$ cat src/rtl/mem_sweep_if.sv
// mem_sweep_if: RAM-side bundle between mem_sweep_ctrl and a registered-read simple dual-port RAM.
interface mem_sweep_if #(parameter int WID_MEM = 4);
  logic [31:0] mem_raddr;
  logic [31:0] mem_waddr;
  logic mem_we;
  logic [WID_MEM-1:0] mem_din;
  logic [WID_MEM-1:0] mem_dout;
  modport master(output mem_raddr, mem_waddr, mem_we, mem_din, input mem_dout);
  modport slave(input mem_raddr, mem_waddr, mem_we, mem_din, output mem_dout);
endinterface

$ cat src/rtl/mem_sweep_ctrl.sv
// mem_sweep_ctrl: fill/verify address sweeper for a registered-read RAM, with error count and first failing address.
// Optional: define MEM_SWEEP_STOP_ON_ERR_EN to end VERIFY at the first mismatch.
module mem_sweep_ctrl #(
  parameter int WID_MEM = 4,
  parameter int DEPTH_MEM = 4096,
  parameter int CNT_W = 16
) (
  input logic clk,
  input logic reset,
  input logic start,
  input logic [1:0] mode,
  input logic pat_sel,
  input logic [WID_MEM-1:0] pat_value,
  output logic busy,
  output logic done,
  output logic pass,
  output logic [CNT_W-1:0] err_count,
  output logic [31:0] first_err_addr,
  mem_sweep_if.master mem
);
  localparam int AW = DEPTH_MEM > 1 ? $clog2(DEPTH_MEM) : 1;
  localparam logic [AW-1:0] LAST = AW'(DEPTH_MEM - 1);
  typedef enum logic [2:0] {IDLE, FILL, VERIFY, DRAIN, DONE} state_t;
  state_t state, state_n;
  logic [AW-1:0] addr, addr_n, addr_d;
  logic chain_q, sel_q, vld_d, accept, last, miss, stop;
  logic [WID_MEM-1:0] pat_q;
  function automatic logic [WID_MEM-1:0] expected(input logic sel, input logic [WID_MEM-1:0] pat,
                                                  input logic [AW-1:0] a);
    return sel ? pat ^ WID_MEM'(a) : pat;
  endfunction
  assign accept = state == IDLE && start && mode != 2'b11;
  assign last = addr == LAST;
  assign miss = vld_d && mem.mem_dout != expected(sel_q, pat_q, addr_d);
`ifdef MEM_SWEEP_STOP_ON_ERR_EN
  assign stop = miss && state == VERIFY;
`else
  assign stop = 1'b0;
`endif
  always_comb begin
    state_n = state;
    addr_n = addr;
    case (state)
      IDLE: begin
        state_n = accept ? (mode[0] ? VERIFY : FILL) : IDLE;
        addr_n = accept ? '0 : addr;
      end
      FILL: begin
        state_n = last ? (chain_q ? VERIFY : DONE) : FILL;
        addr_n = last ? '0 : addr + 1'b1;
      end
      VERIFY: begin
        state_n = stop ? DONE : last ? DRAIN : VERIFY;
        addr_n = (last || stop) ? '0 : addr + 1'b1;
      end
      DRAIN: state_n = DONE;
      default: state_n = IDLE;
    endcase
  end
  always_comb begin
    busy = state != IDLE;
    mem.mem_we = state == FILL;
    mem.mem_waddr = state == FILL ? 32'(addr) : '0;
    mem.mem_din = state == FILL ? expected(sel_q, pat_q, addr) : '0;
    mem.mem_raddr = state == VERIFY ? 32'(addr) : '0;
  end
  always_ff @(posedge clk) begin
    if (reset) begin
      state <= IDLE;
      addr <= '0;
      addr_d <= '0;
      vld_d <= 1'b0;
      chain_q <= 1'b0;
      sel_q <= 1'b0;
      pat_q <= '0;
      done <= 1'b0;
      pass <= 1'b0;
      err_count <= '0;
      first_err_addr <= '0;
    end else begin
      state <= state_n;
      addr <= addr_n;
      addr_d <= addr;
      // a read issued in the stopping cycle is dropped
      vld_d <= state == VERIFY && !stop;
      done <= state == DONE;
      if (accept) begin
        chain_q <= mode[1];
        sel_q <= pat_sel;
        pat_q <= pat_value;
        pass <= 1'b0;
        err_count <= '0;
        first_err_addr <= '0;
      end else if (miss) begin
        if (err_count == '0) first_err_addr <= 32'(addr_d);
        if (~&err_count) err_count <= err_count + 1'b1;
      end
      if (state == DONE) pass <= err_count == '0;
    end
  end
endmodule

$ cat src/flat_wrapper.sv
// flat-port wrapper written by rule: the top's interface ports become plain ports
module mem_sweep_ctrl_flat 
#(
  parameter int WID_MEM = 4,
  parameter int DEPTH_MEM = 4096,
  parameter int CNT_W = 16
)
  (clk, reset, start, mode, pat_sel, pat_value, busy, done, pass, err_count, first_err_addr, mem_mem_raddr, mem_mem_waddr, mem_mem_we, mem_mem_din, mem_mem_dout);
  mem_sweep_if #(.WID_MEM(WID_MEM)) mem_i ();
  input logic clk;
  input logic reset;
  input logic start;
  input logic [1:0] mode;
  input logic pat_sel;
  input logic [WID_MEM-1:0] pat_value;
  output logic busy;
  output logic done;
  output logic pass;
  output logic [CNT_W-1:0] err_count;
  output logic [31:0] first_err_addr;
  output wire logic [$bits(mem_i.mem_raddr)-1:0] mem_mem_raddr;
  output wire logic [$bits(mem_i.mem_waddr)-1:0] mem_mem_waddr;
  output wire logic [$bits(mem_i.mem_we)-1:0] mem_mem_we;
  output wire logic [$bits(mem_i.mem_din)-1:0] mem_mem_din;
  input wire logic [$bits(mem_i.mem_dout)-1:0] mem_mem_dout;
  assign mem_mem_raddr = mem_i.mem_raddr;
  assign mem_mem_waddr = mem_i.mem_waddr;
  assign mem_mem_we = mem_i.mem_we;
  assign mem_mem_din = mem_i.mem_din;
  assign mem_i.mem_dout = mem_mem_dout;
  mem_sweep_ctrl #(.WID_MEM(WID_MEM), .DEPTH_MEM(DEPTH_MEM), .CNT_W(CNT_W)) u_core (.clk(clk), .reset(reset), .start(start), .mode(mode), .pat_sel(pat_sel), .pat_value(pat_value), .busy(busy), .done(done), .pass(pass), .err_count(err_count), .first_err_addr(first_err_addr), .mem(mem_i));
endmodule
$ cat config.mk
export PLATFORM = sky130hd
export DESIGN_NAME = mem_sweep_ctrl_flat
export DESIGN_NICKNAME = d
export VERILOG_FILES = /design/src/rtl/mem_sweep_if.sv /design/src/rtl/mem_sweep_ctrl.sv /design/src/flat_wrapper.sv
export SDC_FILE = /design/constraint.sdc
export NUM_CORES = 1
export LEC_CHECK = 0
export BUFFER_PORTS_ARGS = -buffer_cell sky130_fd_sc_hd__buf_4
export CAP_MARGIN = 20
export CORE_ASPECT_RATIO = 0.7
export CORE_UTILIZATION = 54
export CTS_CLUSTER_DIAMETER = 80
export DETAILED_ROUTE_END_ITERATION = 10
export GPL_ROUTABILITY_DRIVEN = 1
export PLACE_DENSITY = 0.86
export SLEW_MARGIN = 5
export SYNTH_ARGS = -nofsm -noshare
export SYNTH_HDL_FRONTEND = slang
export SYNTH_SLANG_ARGS = --single-unit
$ cat constraint.sdc
create_clock -name clk -period 3.4 [get_ports clk]
set_input_delay 0.68 -clock clk [delete_from_list [all_inputs] [get_ports clk]]
set_output_delay 0.68 -clock clk [all_outputs]
set_load 0.03 [all_outputs]
==> flow_summary.ini, run 1 <==
[run_status]
status = complete, no violations

[sta]
relSlewSlack = 0.3421
hold_violations = 0
worst_pin_slew_ns = 0.9833
setup_slack_ns = 0.5362
period_needed_ns = 2.864
final.period_utilization = 0.8423
finalMaxSlewViolations = 0
fmax_ghz = 0.3492
tns_ns = 0
rsz0062_at_grt = false
skew_ns = 0.01316
setup_viol = 0

[synth]
ys_ff_latch = 64
yosysTopAreaCellShare = 0.3554
yosys_warnings = 0
avgSynthCellArea_sq_um = 8.287
ys_types = 50
seq_area_frac_synth = 0.3554
ys_async_sr_fraction = 0
yosysTopAreaCell = dfxtp_1
synth-edff-count = 0
ys.flop_type = dfxtp_1
syn_inst = 435
synth_area_leaders = dfxtp_1, buf_4, nand2_1, mux2i_1, and3_1
netlist_area_sq_um = 3605

[route]
postRouteAntennaNets = 0
drt-initial-drc-count = 193
dr.pass1.iters = 5
avgRoutedWirePerCell_microns = 13.97
finalWirelength_microns = 8296
route.detailed.drc = 0
vias_per_cell = 5.253
num_vias = 3120

[clock_tree]
h-tree-depth = 3
postCtsSetupRepairBufs = 0
clk-insertion-delay-late_ns = 0.34
clock-root-buffer = clkbuf_8
tritoncts = yes
numCtsBuffers = 9
cts_num_sinks = 64
hold_buffers = 0
clock_path_buffers = 2
clkTransAtPathRegs_ns = 0.07
cts_resized = 0

[hold_path]
hp-class = reg2reg
holdPathStages = 2

[die]
dieHeight_microns = 70.36
die_area_sq_um = 7011
die_w_microns = 99.66
coreArea_sq_um = 6336
rows = 24
start_util = 0.5689
ios = 134

[layout]
drive_above_1_share = 0.1948
syn2layout_area_growth_pct = 13.50
nets = 516
final_cell_mix = buf_4, dfxtp_1, conb_1
diodes = 0
layout_commonest_cell = buf_4

[setup_path]
path_max_fanout = 20
cp.required_ns = 2.72
worstPathArrival_ns = 2.18
cp-start-kind = register
rr_worst_depth = 6
path_class = reg2out
crit_path_end_kind = output port
r2r_slack_ns = 0.94

[grt]
grt_start_max_net_pins = 37
antenna_found_initial = 0
grt_pass1_wl_microns = 13280
grt_use_total = 0.2436
grt_overflow = 0
grt_pass1_vias = 2715

[placed_design]
dp_worst_setup_slack_ns = 0.9531
place_congestion = 0.8932
io_buffers = 73
dp_hpwl_microns = 6009

[pwr]
total_power_mw = 1.542
p_leak_nw = 1.763
ir_drop_mv = 0.2014
powerDensity_nw_per_um2 = 376.8

[flow_run]
cap_viol_max_count = 0
-- area by class of cell --
| type | instances | area (sq um) |
|---|---|---|
| Multi-Input combinational cell | 340 | 1942 |
| Clock inverter | 4 | 22.52 |
| Tap cell | 91 | 113.9 |
| Inverter | 8 | 30.03 |
| Clock buffer | 11 | 131.4 |
| Timing Repair Buffer | 76 | 570.5 |
| Sequential cell | 64 | 1281 |
| Fill cell | 563 | 2245 |
-- power by group --
group	total (mW)	leakage, nW	internal [mW]	switching [mW]
clock	0.533	0.0789	0.257	0.276
sequential	0.780	0.517	0.761	0.0192
combinational	0.229	1.17	0.0517	0.177
total	1.54	1.76	1.07	0.473
-- per-stage QoR --
stage               hold WS, ns  instances  utilization  instance area, sq um
floorplan                0.4236        494            -                  3826
global placement         0.4301        579       0.6214                  3938
detailed placement       0.4339        579       0.6214                  3938
CTS                      0.4436        594       0.6457                  4091
global route             0.4611        594       0.6457                  4091
finish                   0.4452        594       0.6457                  4091
-- worst max-delay path: stages (launching register included) --
cell	delay (ns)
dfxtp_1	0.49
nand2b_1	0.29
nor2_1	0.66
and2_1	0.24
buf_4	0.16
-- sequential cells by signal, indices dropped and copies added, names as in the netlist --
signal,cells
u_core.chain_q,1
u_core.pat_q,4
u_core.done,1
u_core.sel_q,1
u_core.addr,12
u_core.vld_d,1
u_core.pass,1
u_core.first_err_addr,12
u_core.err_count,16
u_core.addr_d,12
u_core.state,3
-- cells by family after synthesis --
logic type                 count (synthesis)  share of synthesized area
buffers and inverters                     90                     0.1683
muxes                                     16                    0.04477
other                                      1                   0.001040
xor gates and xnor gates                  22                    0.05345
and+or+nand+nor                          188                     0.2732
adders and majority gates                  3                    0.01041
DFF                                       64                     0.3554
AOI/OAI and AO/OA                         51                    0.09338
-- cell usage after synthesis, types with 6 or more instances --
cell type  count
a21oi_1       20
and2_1        12
and3_1        22
buf_4         61
clkbuf_1      13
dfxtp_1       64
inv_1          8
mux2i_1       15
nand2_1       59
nand3_1       11
nand4_1       15
nor2_1        24
nor2b_1       12
nor4_1         7
o31ai_1        6
or4_1          6
xnor2_1       10
xor2_1        12
-- path summary, 6_finish.rpt --
kind	start	end
min reg2reg	u_core.addr_d[4]	u_core.first_err_addr[4]
max	u_core.state[0]	mem_mem_raddr[5]
max reg2reg	u_core.err_count[1]	u_core.err_count[9]
min	u_core.addr_d[4]	u_core.first_err_addr[4]
-- routing by layer --
layer	wire length [microns]	part of all wire	global-route usage
met1	3895	0.47	0.3398
met2	3608	0.43	0.3665
met3	714	0.086	0.07407
met4	78	0.0094	0.05882
met5	0	0	0
No activity file was read; power rests on OpenSTA's default activity.
==> inputs of run 2 (changes only) <==
--- a/config.mk
+++ b/config.mk
@@ -8,11 +8,11 @@
 export BUFFER_PORTS_ARGS = -buffer_cell sky130_fd_sc_hd__buf_4
 export CAP_MARGIN = 20
 export CORE_ASPECT_RATIO = 0.7
-export CORE_UTILIZATION = 54
+export CORE_UTILIZATION = 45
 export CTS_CLUSTER_DIAMETER = 80
 export DETAILED_ROUTE_END_ITERATION = 10
 export GPL_ROUTABILITY_DRIVEN = 1
-export PLACE_DENSITY = 0.86
+export PLACE_DENSITY = 0.77
 export SLEW_MARGIN = 5
 export SYNTH_ARGS = -nofsm -noshare
 export SYNTH_HDL_FRONTEND = slang
==> constraint.sdc (replaced) <==
create_clock -name clk -period 2.6 [get_ports clk]
set_input_delay 0.52 -clock clk [delete_from_list [all_inputs] [get_ports clk]]
set_output_delay 0.52 -clock clk [all_outputs]
set_load 0.03 [all_outputs]
==> run 2 against run 1 <==
  * Combinational power rose by 32%
  * Global-route usage fell by 2.8 points
  * Critical path type unchanged
  * Largest power group is now clock
  * Design area rose by 4.3%
  * Sequential power rose by 31%
  * Clock power rose by 120%
  * Critical path depth did not move
  * Clock skew fell by 0.0072 ns
  * Die area rose by 19%
  * Final cell count rose by 1.9%
  * Total power rose by 63%
  * Register-to-register slack got worse by 0.46 ns
==> flow_summary.ini, run 2 (synthesis results as in run 1) <==
[run_status]
status = complete, no violations

[sta]
tns_ns = 0
skew_ns = 0.005959
setup_viol = 0
fmax_ghz = 0.4082
finalMaxSlewViolations = 0
period_needed_ns = 2.450
worst_pin_slew_ns = 0.7180
relSlewSlack = 0.5181
final.period_utilization = 0.9423
hold_violations = 0
rsz0062_at_grt = false

[placed_design]
dp.cells = 589
place_congestion = 0.9233
io_buffers = 73
place_area_sq_um = 3969
dp_hpwl_microns = 6113

[hold_path]
hp-class = reg2reg
min_from = u_core.addr_d[10]

[setup_path]
crit_top_cell = nor2_1
crit_path_end_kind = output port
path_max_fanout = 13
startpoint = u_core.state[2]
regToRegStartpoint = u_core.err_count[0]
path_class = reg2out
cp.required_ns = 2.08
path_cells = nor2_1 -> nand2_1 -> nor2_1 -> buf_4
critPathMaxStageDelay_ns = 0.60
cp-start-kind = register
slowest_stage = nor2_1
worstPathArrival_ns = 1.93

[pwr]
powerDensity_nw_per_um2 = 589.5
total_power_mw = 2.516
combPwrFrac = 0.120
p_leak_nw = 1.845
p_seq_frac = 0.406
netSwitchingFraction = 0.2720
intPower_mw = 1.832
p_switching_uw = 684.4
ir_drop_mv = 0.2725
clkPwrFrac = 0.474

[layout]
final_cell_mix = buf_4, dfxtp_1, conb_1
finish.utilization = 0.5679
largest_reg_flops = 16
nets = 519
layout_commonest_cell = buf_4
final_area_sq_um = 4268
final_cells = 605
syn2layout_area_growth_pct = 18.40
drive_above_1_share = 0.2032
top_register = u_core.err_count
diodes = 0

[grt]
grt_start_max_net_pins = 37
grt_use_total = 0.2154
grt_pass1_wl_microns = 14020
grt_overflow = 0
antenna_found_initial = 0
grt_pass1_vias = 2780

[route]
vias_per_cell = 5.109
finalWirelength_microns = 8400
avgRoutedWirePerCell_microns = 13.88
route.detailed.drc = 0
dr.pass1.iters = 4
postRouteAntennaNets = 0
drt-initial-drc-count = 159
num_vias = 3091

[clock_tree]
cts_resized = 0
clk-insertion-delay-late_ns = 0.33
hold_buffers = 0
tritoncts = yes
h-tree-depth = 3
clkTransAtPathRegs_ns = 0.05
clock-root-buffer = clkbuf_16
cts_num_sinks = 64
postCtsSetupRepairBufs = 0
numCtsBuffers = 9
clock_path_buffers = 2

[die]
ios = 134
coreArea_sq_um = 7515
rows = 26
die_area_sq_um = 8378
start_util = 0.4797
dieHeight_microns = 76.88
die_w_microns = 109.0

[flow_run]
cap_viol_max_count = 0
-- run 2: critical path, delay by kind of cell (launching register included) --
family	cells	cell delay (ns)
buf+inv	1	0.18
flops	1	0.41
simple gates	3	1.02
-- run 2: area by class of cell --
cell class,instances,area (sq um)
clock buffers,11,242.7
clock inverters,5,56.30
fillers,678,3247
inverters,8,30.03
multi-input cells,340,1942
flip-flops and latches,64,1281
well taps,98,122.6
repair buffers,79,593.1
-- run 2: metal layers --
metal	GRT usage	vias up	wire length (microns)
met1	0.3066	1448	4003
met4	0.07568	0	155
met3	0.06122	14	582
met2	0.3057	116	3658
li1	-	1513	-
met5	0	-	0
-- run 2: worst paths after layout --
| check | cells past startpoint | slack, ns | to |
|---|---|---|---|
| worst max-delay path | 4 | 0.15 | mem_mem_din[2] |
| worst min-delay path | 2 | 0.44 | u_core.first_err_addr[10] |
| worst max register to register | 6 | 0.48 | u_core.err_count[12] |
| worst min register to register | 2 | 0.44 | u_core.first_err_addr[10] |
-- run 2: per-stage QoR --
| stage | worst slack [ns] | hold slack [ns] |
|---|---|---|
| 2_1_floorplan | 0.5613 | 0.4236 |
| 3_3_place_gp | 0.5628 | 0.4296 |
| 3_5_place_dp | 0.4885 | 0.4320 |
| 4_1_cts | 0.1536 | 0.4417 |
| 5_1_grt | 0.03254 | 0.4640 |
| 6_report | 0.1500 | 0.4413 |
-- run 2: power by group through the flow --
stage | clock (mW) | combinational (mW) | sequential [mW]
after floorplan | 0 | 0.327 | 1.03
after global placement | 0 | 0.294 | 1.04
after detailed placement | 0 | 0.298 | 1.04
after CTS | 1.20 | 0.300 | 1.02
after global routing | 1.25 | 0.330 | 1.03
final | 1.19 | 0.302 | 1.02
==> inputs of run 3 (changes only) <==
--- a/config.mk
+++ b/config.mk
@@ -5,14 +5,15 @@
 export SDC_FILE = /design/constraint.sdc
 export NUM_CORES = 1
 export LEC_CHECK = 0
+export ABC_AREA = 1
 export BUFFER_PORTS_ARGS = -buffer_cell sky130_fd_sc_hd__buf_4
 export CAP_MARGIN = 20
 export CORE_ASPECT_RATIO = 0.7
-export CORE_UTILIZATION = 45
+export CORE_UTILIZATION = 46
 export CTS_CLUSTER_DIAMETER = 80
 export DETAILED_ROUTE_END_ITERATION = 10
 export GPL_ROUTABILITY_DRIVEN = 1
-export PLACE_DENSITY = 0.77
+export PLACE_DENSITY = 0.78
 export SLEW_MARGIN = 5
 export SYNTH_ARGS = -nofsm -noshare
 export SYNTH_HDL_FRONTEND = slang
==> run 3 against run 2 <==
  * Setup slack improved by 0.22 ns
  * Flip-flop and latch count is the same
  * Sequential share of layout area decreased by 1.7 points
  * Non-clock buffer count decreased by 1
  * Die area increased by 2.9%
  * Count of clock-buffer cells in the layout is 2 lower
==> flow_summary.ini, run 3 <==
[die]
die_w_microns = 110.6
ios = 134
dieHeight_microns = 77.99
die_area_sq_um = 8623
start_util = 0.4780
rows = 27
coreArea_sq_um = 7939

[setup_path]
path_class = reg2out
regToRegStartpoint = u_core.state[1]
path_max_fanout = 18
r2r_slack_ns = 0.62
worstPathArrival_ns = 1.71
cp.required_ns = 2.08
r2r_end = u_core.addr[8]
crit_end = mem_mem_din[2]
rr_worst_depth = 9
startpoint = u_core.state[1]
crit_path_end_kind = output port
cp-start-kind = register

[flow_run]
cap_viol_max_count = 0

[clock_tree]
clock-root-buffer = clkbuf_16
cts_resized = 0
clkTransAtPathRegs_ns = 0.06
clock_path_buffers = 2
h-tree-depth = 3
postCtsSetupRepairBufs = 0
tritoncts = yes
cts_num_sinks = 64
numCtsBuffers = 9
hold_buffers = 0
clk-insertion-delay-late_ns = 0.33

[grt]
grt_pass1_wl_microns = 15070
antenna_found_initial = 0
grt_use_total = 0.2199
grt_pass1_vias = 3147
grt_start_max_net_pins = 25
grt_overflow = 0

[synth]
ys.flop_type = dfxtp_1
yosys_warnings = 0
ys_top_cells_by_count = nand2_1, nor2_1, dfxtp_1
avgSynthCellArea_sq_um = 6.658
yosys.cell_count.top_type = nand2_1
ys_async_sr_fraction = 0
synth_area_leaders = dfxtp_1, buf_4, nand2_1, nor2_1, inv_1
netlist_area_sq_um = 3795
ys_ff_latch = 64
syn_inst = 570
seq_area_frac_synth = 0.3376
ys_types = 33
synth-edff-count = 0
yosysTopAreaCell = dfxtp_1
yosysTopAreaCellShare = 0.3376

[route]
avgRoutedWirePerCell_microns = 12.62
postRouteAntennaNets = 0
route.detailed.drc = 0
dr.pass1.iters = 5
finalWirelength_microns = 9413
vias_per_cell = 4.902
num_vias = 3657
drt-initial-drc-count = 255

[sta]
tns_ns = 0
rsz0062_at_grt = false
finalMaxSlewViolations = 0
fmax_ghz = 0.4493
period_needed_ns = 2.225
final.period_utilization = 0.8559
skew_ns = 0.008062
hold_violations = 0
setup_viol = 0
whs_ns = 0.4562

[run_status]
status = complete, no violations

[layout]
final_cells = 746
nets = 657
syn2layout_area_growth_pct = 19.32
drive_above_1_share = 0.1752
fillCellCount = 740
layout_commonest_cell = nand2_1
diodes = 0
largest_reg_flops = 16
top_register = u_core.err_count
final_cell_mix = nand2_1, nor2_1, buf_4

[pwr]
total_power_mw = 2.794
powerDensity_nw_per_um2 = 617.0
p_leak_nw = 2.135
ir_drop_mv = 0.3560

[placed_design]
dp.cells = 730
place_congestion = 0.8908
io_buffers = 73
dp_hpwl_microns = 6840

[hold_path]
hp-class = reg2reg
run 3: cell types whose count changed after synthesis, sizes merged, moves of 12 or more:
cell and change:
nor2 +80, and2 -12, nor3 +14, mux2i -15, nor2b -12, nand3 +17
nand2 +69, inv +55, and3 -21
run 3: per-stage QoR:
step                      setup slack (ns)  instance area (sq um)    util
final                               0.3746                   4528  0.5704
after global routing                0.2562                   4528  0.5704
after CTS                           0.4125                   4528  0.5704
after detailed placement            0.6872                   4178  0.5262
after global placement              0.7149                   4178  0.5262
after floorplan                     0.7640                   4016       -
run 3: worst min path at each step:
stage,startpoint,end,depth (start not counted)
final,u_core.addr_d[8],u_core.first_err_addr[8],2
after floorplan,u_core.addr_d[4],u_core.first_err_addr[4],2
after global placement,u_core.addr_d[10],u_core.first_err_addr[10],2
after detailed placement,u_core.addr_d[5],u_core.first_err_addr[5],2
after global routing,mode[1],u_core.chain_q,2
after CTS,u_core.addr_d[5],u_core.first_err_addr[5],2
run 3: layout make-up:
class                           count  area [sq um]  share of cell area
Multi-Input combinational cell    424          1948              0.4302
Sequential cell                    64          1281              0.2830
Timing Repair Buffer               78         585.6              0.1293
Inverter                           63         236.5             0.05222
Clock buffer                        9         225.2             0.04974
Tap cell                          101         126.4             0.02791
Clock inverter                      7         125.1             0.02763
run 3: critical path, cell delays in order, from the launching register on:
cell and delay (ns):
dfxtp_1 0.33, inv_1 0.13, nand3_2 0.35, nor3_1 0.35, buf_4 0.21
run 3: cells by family (layout without fill, tap and decap cells):
| kind of cell | Yosys count | after routing | share of synthesized area |
|---|---|---|---|
| xor gates and xnor gates | 8 | 8 | 0.01846 |
| other | 1 | 60 | 0.0009882 |
| and+or+nand+nor | 303 | 303 | 0.3502 |
| DFF | 64 | 64 | 0.3376 |
| AOI/OAI and AO/OA | 50 | 50 | 0.07550 |
| adders and majority gates | 3 | 3 | 0.009892 |
| buffers and inverters | 141 | 157 | 0.2074 |
run 3: where the power goes:
group          total [mW]  switching, mW  internal, mW
logic               0.350          0.277        0.0729
registers            1.02         0.0208          1.00
clock network        1.42          0.474         0.948
run 3: metal layers:
layer	GRT usage	vias up	wire length, microns
met2	0.3112	207	3902
met1	0.3098	1611	4492
met4	0.07067	0	96
li1	-	1823	-
met5	0	-	0
met3	0.07500	16	921
